### src/rtl/rob_param.sv
// rob_param: parametrised reorder buffer with in-order retire, store handshake and mispredict flush.
// Allocates one entry per cycle, accepts N_WB writebacks per cycle, retires at most one entry per cycle.
module rob_param #(
    parameter int DEPTH  = 16,
    parameter int IDX_W  = 4,
    parameter int N_WB   = 2,
    parameter int HASH_W = 7
) (
    input  logic                  clk_i,
    input  logic                  rst_ni,
    input  logic                  rdy_i,
    input  logic                  alloc_valid_i,
    input  logic [5:0]            alloc_op_i,
    input  logic [5:0]            alloc_rd_i,
    input  logic [31:0]           alloc_pc_pred_i,
    input  logic                  alloc_store_i,
    input  logic                  alloc_branch_i,
    output logic [IDX_W-1:0]      alloc_tag_o,
    output logic                  full_o,
    output logic                  empty_o,
    input  logic [N_WB-1:0]       wb_valid_i,
    input  logic [N_WB*IDX_W-1:0] wb_tag_i,
    input  logic [N_WB*32-1:0]    wb_value_i,
    input  logic [N_WB*32-1:0]    wb_addr_i,
    input  logic [N_WB*32-1:0]    wb_pc_real_i,
    input  logic [N_WB*32-1:0]    wb_pc_init_i,
    output logic                  commit_valid_o,
    output logic [IDX_W-1:0]      commit_tag_o,
    output logic [5:0]            commit_rd_o,
    output logic [31:0]           commit_value_o,
    output logic                  st_req_o,
    output logic [5:0]            st_op_o,
    output logic [31:0]           st_addr_o,
    output logic [31:0]           st_data_o,
    input  logic                  st_done_i,
    output logic                  flush_o,
    output logic [31:0]           redirect_pc_o,
    output logic                  bp_valid_o,
    output logic                  bp_taken_err_o,
    output logic [HASH_W-1:0]     bp_hash_o
);
    localparam int CW = IDX_W + 1;

    typedef enum logic {IDLE, ST_WAIT} state_t;

    state_t            state_q;
    logic [IDX_W-1:0]  head_q, head_d, tail_q, tail_d;
    logic [CW-1:0]     count_q, count_d;
    logic [DEPTH-1:0]  busy_q, ready_q, store_q, branch_q;
    logic [5:0]        op_q [DEPTH];
    logic [5:0]        rd_q [DEPTH];
    logic [31:0]       pc_pred_q [DEPTH];
    logic [31:0]       value_q [DEPTH];
    logic [31:0]       addr_q [DEPTH];
    logic [31:0]       pc_real_q [DEPTH];
    logic [31:0]       pc_init_q [DEPTH];

    logic                  commit_valid_q, st_req_q, flush_q, bp_valid_q, bp_taken_err_q;
    logic [IDX_W-1:0]      commit_tag_q;
    logic [5:0]            commit_rd_q, st_op_q;
    logic [31:0]           commit_value_q, st_addr_q, st_data_q, redirect_pc_q;
    logic [HASH_W-1:0]     bp_hash_q;

    logic [IDX_W-1:0]  wb_t [N_WB];
    logic [N_WB-1:0]   wb_hit;
    logic              can_ret, mis, commit_now, flush_now, st_start, st_fin, adv, alloc_en;

    always_comb begin
        wb_hit = '0;
        for (int p = 0; p < N_WB; p++) begin
            wb_t[p]   = wb_tag_i[p*IDX_W +: IDX_W];
            wb_hit[p] = rdy_i && wb_valid_i[p] && busy_q[wb_t[p]];
        end
    end

    assign full_o      = count_q == CW'(DEPTH);
    assign empty_o     = count_q == '0;
    assign alloc_tag_o = tail_q;

    assign can_ret    = rdy_i && state_q == IDLE && busy_q[head_q] && ready_q[head_q];
    assign mis        = pc_real_q[head_q] != pc_pred_q[head_q];
    assign commit_now = can_ret && !store_q[head_q];
    assign flush_now  = commit_now && mis;
    assign st_start   = can_ret && store_q[head_q];
    assign st_fin     = rdy_i && state_q == ST_WAIT && st_done_i;
    assign adv        = (commit_now && !mis) || st_fin;
    // full is judged on the start-of-cycle count, so a same-cycle retire never frees a slot early
    assign alloc_en   = rdy_i && alloc_valid_i && !full_o && !flush_now;

    assign head_d  = flush_now ? '0 : adv ? head_q + 1'b1 : head_q;
    assign tail_d  = flush_now ? '0 : alloc_en ? tail_q + 1'b1 : tail_q;
    assign count_d = flush_now ? '0 : count_q + CW'(alloc_en) - CW'(adv);

    always_ff @(posedge clk_i or negedge rst_ni) begin
        if (!rst_ni) begin
            state_q        <= IDLE;
            head_q         <= '0;
            tail_q         <= '0;
            count_q        <= '0;
            busy_q         <= '0;
            ready_q        <= '0;
            commit_valid_q <= 1'b0;
            commit_tag_q   <= '0;
            commit_rd_q    <= '0;
            commit_value_q <= '0;
            st_req_q       <= 1'b0;
            st_op_q        <= '0;
            st_addr_q      <= '0;
            st_data_q      <= '0;
            flush_q        <= 1'b0;
            redirect_pc_q  <= '0;
            bp_valid_q     <= 1'b0;
            bp_taken_err_q <= 1'b0;
            bp_hash_q      <= '0;
        end else if (rdy_i) begin
            head_q         <= head_d;
            tail_q         <= tail_d;
            count_q        <= count_d;
            commit_valid_q <= commit_now;
            flush_q        <= flush_now;
            bp_valid_q     <= commit_now && branch_q[head_q];
            if (commit_now) begin
                commit_tag_q   <= head_q;
                commit_rd_q    <= rd_q[head_q];
                commit_value_q <= value_q[head_q];
                bp_taken_err_q <= mis;
                bp_hash_q      <= pc_init_q[head_q][HASH_W-1:0];
            end
            if (flush_now)
                redirect_pc_q <= pc_real_q[head_q];
            if (flush_now) begin
                busy_q <= '0;
            end else begin
                if (alloc_en) begin
                    busy_q[tail_q]  <= 1'b1;
                    ready_q[tail_q] <= 1'b0;
                end
                for (int p = 0; p < N_WB; p++)
                    if (wb_hit[p])
                        ready_q[wb_t[p]] <= 1'b1;
                if (adv)
                    busy_q[head_q] <= 1'b0;
            end
            if (st_start) begin
                st_req_q  <= 1'b1;
                st_op_q   <= op_q[head_q];
                st_addr_q <= addr_q[head_q];
                st_data_q <= value_q[head_q];
                state_q   <= ST_WAIT;
            end else if (st_fin) begin
                st_req_q <= 1'b0;
                state_q  <= IDLE;
            end
        end
    end

    // Payload needs no reset: it is only read while the matching busy/ready bits are set
    always_ff @(posedge clk_i) begin
        if (rdy_i) begin
            if (alloc_en) begin
                op_q[tail_q]      <= alloc_op_i;
                rd_q[tail_q]      <= alloc_rd_i;
                pc_pred_q[tail_q] <= alloc_pc_pred_i;
                store_q[tail_q]   <= alloc_store_i;
                branch_q[tail_q]  <= alloc_branch_i;
            end
            for (int p = 0; p < N_WB; p++)
                if (wb_hit[p]) begin
                    value_q[wb_t[p]]   <= wb_value_i[p*32 +: 32];
                    addr_q[wb_t[p]]    <= wb_addr_i[p*32 +: 32];
                    pc_real_q[wb_t[p]] <= wb_pc_real_i[p*32 +: 32];
                    pc_init_q[wb_t[p]] <= wb_pc_init_i[p*32 +: 32];
                end
        end
    end

    assign commit_valid_o = commit_valid_q;
    assign commit_tag_o   = commit_tag_q;
    assign commit_rd_o    = commit_rd_q;
    assign commit_value_o = commit_value_q;
    assign st_req_o       = st_req_q;
    assign st_op_o        = st_op_q;
    assign st_addr_o      = st_addr_q;
    assign st_data_o      = st_data_q;
    assign flush_o        = flush_q;
    assign redirect_pc_o  = redirect_pc_q;
    assign bp_valid_o     = bp_valid_q;
    assign bp_taken_err_o = bp_taken_err_q;
    assign bp_hash_o      = bp_hash_q;
endmodule

### config.mk
export PLATFORM = sky130hd
export DESIGN_NAME = rob_param
export DESIGN_NICKNAME = d
export VERILOG_FILES = /design/src/rtl/rob_param.sv
export SDC_FILE = /design/constraint.sdc
export NUM_CORES = 2
export LEC_CHECK = 0
export CAP_MARGIN = 10
export CORE_UTILIZATION = 60
export CTS_BUF_LIST = sky130_fd_sc_hd__clkbuf_8
export DETAILED_ROUTE_END_ITERATION = 6
export PLACE_DENSITY = 0.79
export SYNTH_ARGS = -nofsm -noshare
export SYNTH_HDL_FRONTEND = slang
export SYNTH_SLANG_ARGS = --single-unit
### constraint.sdc
create_clock -name clk_i -period 16.23 [get_ports clk_i]
set_input_delay 3.246 -clock clk_i [delete_from_list [all_inputs] [get_ports clk_i]]
set_output_delay 3.246 -clock clk_i [all_outputs]
set_load 0.05 [all_outputs]
==> impl_metrics.toml <==
[sta]
whs_ps = 480
finalSetupTns_ps = 0
fin_crit_sh_pct = 47.9
post-route-min-period_ps = 7780
tightest_slew_ps = 1200
fmax_mhz = 129
final-setup-viol-count = 0
rsz0062_at_grt = "false"
finClkSkew_ps = 95.1
final-max-slew-violation-count = 0
hold_violations = 0
relSlewSlack_pct = 19.9

[critical_path]
cp_max_fo = 47
worstPathArrival_ps = 8780
reg2reg_slack_ps = 8450
required_ps = 17240
critPathLaunchType = "flip-flop"
crit_type = "reg2reg"
cp-end-kind = "flip-flop"

[yosys]
synth_top_area_share_pct = 60.5
ys_top_cells_by_area = "edfxtp_1, mux2_2, mux4_2, dfrtp_1, clkbuf_1"
yosysWarnings = 0
syn_nets = 6520
syn-cell-area_um2 = 118000
ys_types = 47
synth_top_area_cell = "edfxtp_1"
synthTopCellsByCount = "edfxtp_1, mux2_2, mux4_2, clkbuf_1, dfrtp_1"
synthCells = 6188
syn_avg_cell_area_um2 = 19.1
synth-edff-count = 2384
synth.most_common_cell = "edfxtp_1"
synthArstFlopShare_pct = 7.78
synth_flop_cell = "edfxtp_1"
synth-seq-cells = 2585
yosysSeqAreaShare_pct = 64.8

[clock_tree]
clk_latency_ps = 1120
postCtsSetupBuffers = 0
cts.sinks = 2585
cts_resized = 0
cts.reportedPaths.clkPinSlew_ps = 60
clock_path_buffers = 4
ctsHoldBuffers = 0
cts-buffers-inserted = 422
cts_tree = "done"
htree_levels = 5
root_buffer = "clkbuf_8"

[global_route]
grt_pass1_vias = 66524
grt_pass1_wl_um = 461000
antenna_found_initial = 91
grt_max_degree = 145
grt.overflow.total = 0
grt_use_total_pct = 32.5

[finish]
area_delta_synth_final_pct = 12.0
drive_gt1_share_pct = 46.2
fin_nets = 6886
fin_area_um2 = 132000

[die]
die_h_um = 446
pin_count = 479
num_rows = 162
core-area_um2 = 195000
die_w_um = 446
start_util_pct = 60.5
die-area_um2 = 199000

[routing]
drt-total-wl_um = 321000
vias_per_cell = 6.75
first_pass_iters = 7
wl_per_cell_um = 33.6
vias = 64591
postRouteAntennaNets = 0
drtIter0Drc = 7788
route.detailed.drc = 0

[job]
maxCapViolCount = 0

[placed_design]
place_area_um2 = 125000
place_hpwl_um = 164000
io_buffers = 428
gp_congestion = 0.834

[power]
p_leak_nw = 42.7
power_density_nw_per_um2 = 139
vdd_drop_max_mv = 0.123
power_w = 0.0185

[status]
outcome = "completed"

[hold_path]
worstHoldPathType = "reg2reg"
-- kinds of logic (layout without fill, tap and decap cells) --
family          Yosys count  in the layout  synth area share (%)
simple gates            192            192                 0.764
mux                    2495           2495                  30.4
compound gates          223            223                  1.39
fa+ha+maj                15             15                 0.165
other cells               0             59                     0
xor+xnor                 40             40                 0.296
flops                  2585           2585                  64.8
buf+inv                 638           1335                  2.21
-- per-layer routing --
metal / GRT usage [%] / up-vias / part of all wire (%)
met5: 0 / - / 0.083
met4: 15.3 / 40 / 4.5
met3: 6.55 / 727 / 9.5
met2: 53.3 / 3750 / 50
met1: 41.8 / 33943 / 36
li1: - / 26131 / -
-- flip-flops by register name, summed over array words and instances, names as in the netlist, 4 cells and up --
register,cells
alloc_tag_o,4
st_op_o,6
op_q,96
commit_rd_o,6
head_q,4
count_q,5
pc_init_q,112
st_data_o,32
commit_tag_o,4
branch_q,16
rd_q,96
bp_hash_o,7
busy_q,16
st_addr_o,32
pc_pred_q,512
addr_q,512
ready_q,16
store_q,16
redirect_pc_o,32
value_q,512
pc_real_q,512
commit_value_o,32
-- path summary, 6_finish.rpt --
check,start,endpoint,cells after the start
min in group asynchronous,rst_ni,redirect_pc_o[9],1
max reg2reg,head_q[0],count_q[4],22
min,commit_tag_o[1],commit_tag_o[1],2
max,head_q[0],count_q[4],22
min reg2reg,commit_tag_o[1],commit_tag_o[1],2
max in group asynchronous,rst_ni,st_addr_o[11],3
-- stage by stage --
step / cells / utilization [%] / setup slack, ps
after detailed placement: 8754 / 63.9 / 7570
final: 9568 / 67.8 / 8450
after global routing: 9555 / 67.8 / 7970
after CTS: 9509 / 67.7 / 8470
after floorplan: 6188 / - / 6000
after global placement: 8754 / 63.9 / 7610
-- where the power goes --
group / leakage (nW) / total [W] / internal, W / switching [W]
logic: 14.3 / 0.00545 / 0.00240 / 0.00304
registers: 23.9 / 0.00791 / 0.00767 / 0.000245
clock network: 4.42 / 0.00510 / 0.00253 / 0.00257
total: 42.7 / 0.0185 / 0.0126 / 0.00585
-- worst max-delay path, stage by stage (launching register included) --
cell and delay, ps:
dfrtp_4 800, buf_4 780, buf_4 910, mux4_2 600
a22oi_1 200, nand2_1 290, xor2_1 270, nor4_1 400
nand4_1 600, o21ba_4 610, nor2b_1 170, inv_1 50
ha_1 260, inv_1 40, ha_1 200, fa_1 440
a21oi_1 170, nor2_1 60, nor2_1 110, xnor2_1 180
inv_1 70, o21ai_0 170, a22o_1 150
-- cells in the final DEF (no fill, tap or decap), drive strengths merged, types with 16 or more instances in the layout --
master / synthesis / layout
buf: 141 / 122
clkinv: 0 / 131
nand2: 88 / 88
edfxtp: 2384 / 2384
diode: 0 / 59
nor3: 16 / 16
xor2: 36 / 36
inv: 31 / 200
clkbuf: 466 / 448
a22oi: 128 / 128
nor2: 34 / 34
mux2: 1798 / 1798
mux4: 696 / 696
clkdlybuf4s50: 0 / 427
dfrtp: 201 / 201
-- layout make-up --
class                           instances  area [µm²]
Multi-Input combinational cell       2965       39500
Fill cell                           12558       62900
Timing Repair Buffer                  549        5410
Sequential cell                      2585       76600
Inverter                               31         116
Clock inverter                        307        1250
Antenna cell                           59         148
Tap cell                             2624        3280
Clock buffer                          448        6170
(Power assumes the default switching activity.)
